==> config.mk <==
export PLATFORM = sky130hd
export DESIGN_NAME = operand_deserializer
export DESIGN_NICKNAME = d
export VERILOG_FILES = /design/src/rtl/operand_deserializer_pkg.sv /design/src/rtl/operand_deserializer_out_reg.sv /design/src/rtl/operand_deserializer.sv
export SDC_FILE = /design/constraint.sdc
export NUM_CORES = 1
export LEC_CHECK = 0
export CAP_MARGIN = 20
export CELL_PAD_IN_SITES_DETAIL_PLACEMENT = 1
export CELL_PAD_IN_SITES_GLOBAL_PLACEMENT = 1
export CORE_UTILIZATION = 40
export CTS_CLUSTER_DIAMETER = 100
export CTS_CLUSTER_SIZE = 8
export DETAILED_ROUTE_END_ITERATION = 6
export PLACE_DENSITY_LB_ADDON = 0.12
export SLEW_MARGIN = 20
export SYNTH_ARGS = -nofsm -noshare
export SYNTH_HDL_FRONTEND = slang
export SYNTH_SLANG_ARGS = --single-unit
==> constraint.sdc <==
create_clock -name clk_i -period 1.72 [get_ports clk_i]
set_input_delay 0.344 -clock clk_i [delete_from_list [all_inputs] [get_ports clk_i]]
set_output_delay 0.344 -clock clk_i [all_outputs]
set_load 0.05 [all_outputs]
==> src/rtl/operand_deserializer_pkg.sv <==
// Shared types, helpers and constants for the operand deserializer slice.
// Optional feature macro used by the top module: OPERAND_DESER_LAST_EN.
package operand_pkg;

   localparam int unsigned DEFAULT_DATAW = 8;

   typedef logic [DEFAULT_DATAW-1:0] element_t;

   function automatic int unsigned beats(input int unsigned num_inputs,
                                         input int unsigned lanes);
      return num_inputs / lanes;
   endfunction

   function automatic bit is_pow2(input int unsigned x);
      return (x != 0) && ((x & (x - 1)) == 0);
   endfunction

endpackage

==> src/rtl/operand_deserializer_out_reg.sv <==
// One-entry valid/ready holding register for an assembled vector plus its sign flag.
module vector_out_reg
   import operand_pkg::*;
#(
   parameter int unsigned NUM_INPUTS = 16,
   parameter int unsigned DATAW      = 8
) (
   input  logic                              clk_i,
   input  logic                              rst_i,
   input  logic                              load_valid_i,
   output logic                              load_ready_o,
   input  logic [NUM_INPUTS-1:0][DATAW-1:0]  load_data_i,
   input  logic                              load_sign_i,
   output logic                              out_valid_o,
   input  logic                              out_ready_i,
   output logic [NUM_INPUTS-1:0][DATAW-1:0]  out_data_o,
   output logic                              out_sign_o
);

   // Accepting while draining keeps out_valid_o high with no bubble.
   assign load_ready_o = !out_valid_o || out_ready_i;

   always_ff @(posedge clk_i) begin
      if (rst_i) begin
         out_valid_o <= 1'b0;
         out_data_o  <= '0;
         out_sign_o  <= 1'b0;
      end else if (load_valid_i && load_ready_o) begin
         out_valid_o <= 1'b1;
         out_data_o  <= load_data_i;
         out_sign_o  <= load_sign_i;
      end else if (out_ready_i) begin
         out_valid_o <= 1'b0;
      end
   end

endmodule

==> src/rtl/operand_deserializer.sv <==
// Gathers LANES-wide operand beats into a NUM_INPUTS vector for the adder tree.
// Define OPERAND_DESER_LAST_EN to let in_last_i end a vector early (zero-filled).
module operand_deserializer
   import operand_pkg::*;
#(
   parameter int unsigned NUM_INPUTS = 16,
   parameter int unsigned DATAW      = 8,
   parameter int unsigned LANES      = 4
) (
   input  logic                              clk_i,
   input  logic                              rst_i,
   input  logic                              in_valid_i,
   output logic                              in_ready_o,
   input  logic [LANES-1:0][DATAW-1:0]       in_data_i,
   input  logic                              in_sign_unsign_ni,
   input  logic                              in_last_i,
   output logic                              out_valid_o,
   input  logic                              out_ready_i,
   output logic [NUM_INPUTS-1:0][DATAW-1:0]  out_data_o,
   output logic                              out_sign_unsign_no
);

   localparam int unsigned BEATS = beats(NUM_INPUTS, LANES);
   localparam int unsigned CNTW  = (BEATS > 1) ? $clog2(BEATS) : 1;
   localparam logic [CNTW-1:0] LAST_CNT = CNTW'(BEATS - 1);

   if (!is_pow2(NUM_INPUTS)) begin : g_bad_num_inputs
      $error("NUM_INPUTS must be a power of 2");
   end
   if (!is_pow2(LANES) || (LANES > NUM_INPUTS)) begin : g_bad_lanes
      $error("LANES must be a power of 2 and not exceed NUM_INPUTS");
   end

   typedef enum logic {FILL, HOLD} state_t;

   state_t                           state;
   logic [CNTW-1:0]                  cnt;
   logic [NUM_INPUTS-1:0][DATAW-1:0] fill_buf;
   logic [NUM_INPUTS-1:0][DATAW-1:0] fill_next;
   logic [NUM_INPUTS-1:0][DATAW-1:0] load_data;
   logic                             fill_sign;
   logic                             fill_sign_next;
   logic                             load_sign;
   logic                             accept;
   logic                             last_beat;
   logic                             complete;
   logic                             load_valid;
   logic                             load_ready;

`ifndef OPERAND_DESER_LAST_EN
   logic unused_last;
   assign unused_last = in_last_i;
`endif

   always_comb begin
      accept = in_valid_i && in_ready_o;
`ifdef OPERAND_DESER_LAST_EN
      last_beat = (cnt == LAST_CNT) || in_last_i;
`else
      last_beat = (cnt == LAST_CNT);
`endif
      complete       = accept && last_beat;
      fill_sign_next = (cnt == '0) ? in_sign_unsign_ni : fill_sign;

      fill_next = fill_buf;
      for (int unsigned i = 0; i < NUM_INPUTS; i++) begin
         if (CNTW'(i / LANES) == cnt) fill_next[i] = in_data_i[i % LANES];
`ifdef OPERAND_DESER_LAST_EN
         if (in_last_i && ((i / LANES) > 32'(cnt))) fill_next[i] = '0;
`endif
      end

      // In HOLD the completed vector already sits in fill_buf; in FILL it is
      // forwarded straight from the completing beat.
      load_valid = (state == HOLD) || complete;
      load_data  = (state == HOLD) ? fill_buf  : fill_next;
      load_sign  = (state == HOLD) ? fill_sign : fill_sign_next;
   end

   always_ff @(posedge clk_i) begin
      if (rst_i) begin
         state      <= FILL;
         in_ready_o <= 1'b1;
         cnt        <= '0;
         fill_buf   <= '0;
         fill_sign  <= 1'b0;
      end else begin
         case (state)
            FILL: begin
               if (accept) begin
                  fill_buf  <= fill_next;
                  fill_sign <= fill_sign_next;
                  if (last_beat) begin
                     cnt <= '0;
                     if (!load_ready) begin
                        state      <= HOLD;
                        in_ready_o <= 1'b0;
                     end
                  end else begin
                     cnt <= cnt + CNTW'(1);
                  end
               end
            end
            HOLD: begin
               if (load_ready) begin
                  state      <= FILL;
                  in_ready_o <= 1'b1;
               end
            end
            default: begin
               state      <= FILL;
               in_ready_o <= 1'b1;
            end
         endcase
      end
   end

   vector_out_reg #(
      .NUM_INPUTS (NUM_INPUTS),
      .DATAW      (DATAW)
   ) u_out_reg (
      .clk_i        (clk_i),
      .rst_i        (rst_i),
      .load_valid_i (load_valid),
      .load_ready_o (load_ready),
      .load_data_i  (load_data),
      .load_sign_i  (load_sign),
      .out_valid_o  (out_valid_o),
      .out_ready_i  (out_ready_i),
      .out_data_o   (out_data_o),
      .out_sign_o   (out_sign_unsign_no)
   );

endmodule

After elaboration in Yosys (flattened, before gate mapping)
Index checks and enable logic that the tools add are counted.
Widths: inputs -> output; s select.
{"block": "classes", "n_bitwise": 1, "muxes": 31, "n_eq_ne": 8, "n_addsub": 1, "n_reduce_logical": 10}
{"op": "$mux 128", "count": 1}
{"op": "$mux 8", "count": 16}
{"op": "$mux 1", "count": 11}
{"op": "$ne 2x2->1 const B", "count": 3}
{"op": "$eq 2x2->1 const A", "count": 2}
{"op": "$pmux 1 s2", "count": 2}
{"op": "$reduce_and 4->1", "count": 1}
{"op": "$logic_and 1x1->1", "count": 3}
{"op": "$add 2x1->2 const B", "count": 1}
{"op": "$eq 1x2->1 const A", "count": 1}
{"op": "$eq 2x2->1 const B", "count": 1}
{"op": "$logic_not 2->1", "count": 1}
{"op": "$logic_or 1x1->1", "count": 2}
{"op": "$mux 2", "count": 1}
{"op": "$ne 2x1->1 const B", "count": 1}
{"op": "$reduce_and 2->1", "count": 1}
{"op": "$reduce_bool 2->1", "count": 1}
{"op": "$logic_not 1->1", "count": 1}
{"op": "$not 1->1", "count": 1}
{"block": "totals", "input_bits": 38, "elab_cells": 89, "output_inout_bits": 131, "register_bits": 263}

Logic depth before layout (Yosys ltp)
{"block": "logic_depth", "depth_word": 6, "depth_mapped": 7, "depth_no_buf": 5}

Hierarchy
A second synthesis with hierarchy kept.
{"block": "hier_totals", "hier_cells": 1233, "area_unflattened_um2": 12650.9}
{"mod": "operand_deserializer", "n_inst": 1, "area_per_inst_um2": 7066.8, "seq_area_each_um2": 2662.6, "cells_each": 641}
{"mod": "vector_out_reg", "n_inst": 1, "area_per_inst_um2": 5584.1, "seq_area_each_um2": 2602.5, "cells_each": 592}

Least setup slack after synthesis
No wires, ideal clock.
{"block": "synth_timing", "path_type": "register -> register", "from": "register in_ready_o", "to": "register fill_buf[113] (netlist bit)", "setup_ns": 0.070, "n_path_buf": 3, "required_time_ns": 1.650, "path_slack_ns": 0.066, "arrival_time_ns": 1.583, "path_stages_with_launch": 7, "period_less_slack_ns": 1.654, "path_cell_list": "dfxtp_1 -> buf_2 -> and4b_1 -> buf_4 -> buf_6 -> nand2_1 -> a21oi_1"}
{"block": "synth_via", "elab_chain_cells": 2}
{"item": "start, declared", "line": "operand_deserializer.sv:13", "source": "output logic in_ready_o,"}
{"item": "start signal, assigned", "line": "operand_deserializer.sv:83", "source": "in_ready_o <= 1'b1;"}
{"item": "start signal, assigned", "line": "operand_deserializer.sv:97", "source": "in_ready_o <= 1'b0;"}
{"item": "start signal, assigned", "line": "operand_deserializer.sv:107", "source": "in_ready_o <= 1'b1;"}
{"item": "$logic_and 1x1->1", "line": "operand_deserializer.sv:56", "source": "accept = in_valid_i && in_ready_o;"}
{"item": "$reduce_and 2->1 (no source line)"}
{"item": "end signal, assigned", "line": "operand_deserializer.sv:91", "source": "fill_buf <= fill_next;"}
{"item": "end, declared", "line": "operand_deserializer.sv:38", "source": "logic [NUM_INPUTS-1:0][DATAW-1:0] fill_buf;"}
No other way between the ends.
A chain may end at the register's enable or synchronous reset.

Worst setup path after layout
{"block": "layout_timing", "from": "register cnt[0]", "to": "register u_out_reg.out_data_o[14] (netlist bit)"}
{"block": "layout_via", "elab_chain_cells": 4, "word_cells_on_any_way": 7, "cone_classes": "1 x eq/ne; 2 x mux; 4 x reduce/logical"}
{"item": "start, declared", "line": "operand_deserializer.sv:37", "source": "logic [CNTW-1:0] cnt;"}
{"item": "start signal, assigned", "line": "operand_deserializer.sv:100", "source": "cnt <= cnt + CNTW'(1);"}
{"item": "$eq 2x2->1", "line": "operand_deserializer.sv:60", "source": "last_beat = (cnt == LAST_CNT);"}
{"item": "$logic_and 1x1->1", "line": "operand_deserializer.sv:62", "source": "complete = accept && last_beat;"}
{"item": "$logic_or 1x1->1", "line": "operand_deserializer.sv:75", "source": "load_valid = (state == HOLD) || complete;"}
{"item": "$logic_and 1x1->1", "line": "operand_deserializer_out_reg.sv:28", "source": "end else if (load_valid_i && load_ready_o) begin"}
{"item": "end signal, assigned", "line": "operand_deserializer_out_reg.sv:30", "source": "out_data_o <= load_data_i;"}
{"item": "end, declared", "line": "operand_deserializer_out_reg.sv:16", "source": "output logic [NUM_INPUTS-1:0][DATAW-1:0] out_data_o,"}
Parallel ways exist; a longest one is shown, timed or not.

==> results.py <==
metrics = {
    "run_status": {
        "status": "completed",
    },
    "global_routing": {
        "antenna_found_initial": 0,
        "grt_pass1_wl_mm": 53.6,
        "grt-ovfl-total": 0,
        "grtUsageMet1": 0.335,
        "grt_busiest_layer": "met2",
        "grt_pass1_vias": 9510,
        "grt_use_met3": 0.0369,
        "grt_usage": 0.238,
        "grt_use_met2": 0.383,
        "grt_max_degree": 53,
    },
    "finish": {
        "finalNetCount": 1409,
        "fin_area_mm2": 0.0140,
        "final_common_cell": "dfxtp_1",
        "area_growth_pct": 26.8,
        "diodes": 0,
        "layout-drive-gt1-share": 0.209,
        "fin_cells": 1708,
        "post-route-util": 0.519,
        "final_cell_mix": "dfxtp_1, a21oi_1, nand2_1",
    },
    "worst_setup_path": {
        "crit_chain": "inv_1, ha_1, nor2b_4, buf_12, mux2i_2, a211oi_2",
        "worstPathArrival_ns": 2.02,
        "critPathSlowestCell": "dfxtp_4",
        "crit_type": "reg -> reg",
        "crit_required_ns": 2.09,
        "crit_path_max_fanout": 16,
        "critPathLaunchType": "register",
        "reg2reg_slack_ns": 0.07,
        "crit_path_max_incr_delay_ns": 0.37,
        "cp-end-kind": "register",
    },
    "hold_path": {
        "holdCritPathClass": "in -> reg",
    },
    "floorplanning": {
        "io_pins": 169,
        "initial_core_util": 0.409,
        "die_w_um": 168,
        "core-area_mm2": 0.0270,
        "die_area_mm2": 0.0283,
        "row_count": 60,
        "die_h_um": 168,
    },
    "logic_synthesis": {
        "ys.flop_type": "dfxtp_1",
        "yosysUniqueCellTypes": 29,
        "synth_edf_count": 0,
        "async_reset_ff_frac": 0,
        "yosysSeqAreaShare": 0.476,
        "ys_seq_elements": 263,
        "ys_warn_count": 0,
        "yosysTopAreaCellShare": 0.476,
        "synth_top_area_cell": "dfxtp_1",
        "syn_area_per_cell_um2": 9.06,
        "netlist_area_mm2": 0.0111,
        "synth_fp_nets": 1264,
        "synth.area.top_cells": "dfxtp_1, mux2i_1, a21oi_1",
        "synth_cells": 1221,
    },
    "clock_network": {
        "cts_tree": "built",
        "cts_root_buf": "clkbuf_16",
        "htreeDepth": 2,
        "clk_path_buf_depth": 3,
        "numCtsBuffers": 38,
        "post-cts-setup-buffers": 0,
        "clock_latency_ns": 0.51,
        "postCtsHoldBufs": 0,
        "clk_pin_slew_ns": 0.05,
        "clock-sinks": 263,
    },
    "detailed_routing": {
        "drc": 0,
        "first_iter_violations": 468,
        "wire_per_inst_um": 19.9,
        "routed_via_density": 5.48,
        "drt_pass1_iterations": 4,
        "via_count": 9366,
        "final_antenna_net_count": 0,
        "wl_mm": 34.0,
    },
    "pwr": {
        "p_leak_nw": 5.11,
        "p_per_area_mw_per_mm2": 1020,
        "power_w": 0.0144,
        "peakVddDrop_v": 0.000623,
    },
    "run": {
        "maxCapViolations": 0,
    },
    "timing": {
        "layout_min_cycle_time_ns": 1.65,
        "worstMarginPinSlew_ns": 0.450,
        "period_share": 0.957,
        "clock.fmax_ghz": 0.607,
        "setup_viol": 0,
        "final.setup_skew_ns": 0.0119,
        "max_slew_margin": 0.700,
        "setup_tns_ns": 0,
        "maxSlewViolCount": 0,
        "hold_viol": 0,
    },
    "placement": {
        "gp_congestion": 0.772,
        "numPlacedInstances": 1667,
        "hpwl_mm": 22.0,
        "post_dp_cell_area_mm2": 0.0130,
        "port_buffers": 167,
    },
}
[cells in the mapped netlist (all sizes together), types with 2 or more instances]
cell type / number
a31oi: 2
nand2: 251
mux2i: 134
clkbuf: 60
dfxtp: 263
and2b: 4
nand4b: 5
inv: 3
nor2: 6
a21oi: 256
ha: 5
a211oi: 129
and4b: 4
buf: 90
[stage by stage]
stage	setup slack [ns]	hold slack, ns
final	0.0736	0.335
after global routing	-0.00866	0.357
after CTS	0.0321	0.327
after detailed placement	-0.185	0.446
after global placement	-0.125	0.441
after floorplan	0.0664	0.436
[layout make-up]
cell class              instances  area [um2]
fillers                      3072       13000
flip-flops and latches        263        5270
multi-input cells             805        4930
repair buffers                255        2400
clock buffers                  40         980
well taps                     341         427
inverters                       3        11.3
clock inverters                 1        8.76
[critical path: cells and delay by family, from the launching register on]
| kind | cells | cell delay (ns) |
|---|---|---|
| mux | 1 | 0.27 |
| buf+inv | 2 | 0.29 |
| simple gates | 1 | 0.26 |
| flops | 1 | 0.37 |
| fa+ha+maj | 1 | 0.21 |
| compound gates | 1 | 0.11 |
[worst paths after layout]
kind | cells after the start | end | start
hold / removal | 2 | u_out_reg.out_data_o[114] | rst_i
setup / recovery | 6 | u_out_reg.out_data_o[14] | cnt[0]
hold reg to reg | 2 | fill_buf[113] | fill_buf[113]
setup reg to reg | 6 | u_out_reg.out_data_o[14] | cnt[0]
[kinds of logic after synthesis]
group / Yosys count / synth area share
mux: 134 / 0.121
buf+inv: 153 / 0.0846
simple gates: 277 / 0.102
fa+ha+maj: 5 / 0.00566
flops: 263 / 0.476
compound gates: 389 / 0.210
[power breakdown]
part | switching [W] | internal, W | total [W]
clock | 0.00251 | 0.00397 | 0.00648
combinational | 0.000920 | 0.000618 | 0.00154
sequential | 0.0000871 | 0.00626 | 0.00635
total | 0.00352 | 0.0108 | 0.0144
[timing repair]
| action | in CTS | in global routing |
|---|---|---|
| gates cloned | 0 | 0 |
| setup endpoints to repair | 37 | 72 |
| gates resized for setup | 4 | 10 |
[flip-flops by register name, summed over array words and instances, names as in the netlist]
name                   flops
in_ready_o                 1
u_out_reg.out_data_o     128
fill_buf                 128
u_out_reg.out_sign_o       1
cnt                        2
state                      1
u_out_reg.out_valid_o      1
fill_sign                  1
[per-layer routing]
metal  wire, um  part of all wire
met5          0                 0
met1      16600              0.49
met3       1440             0.042
met2      15700              0.46
met4        387             0.011
(Power assumes the default switching activity.)
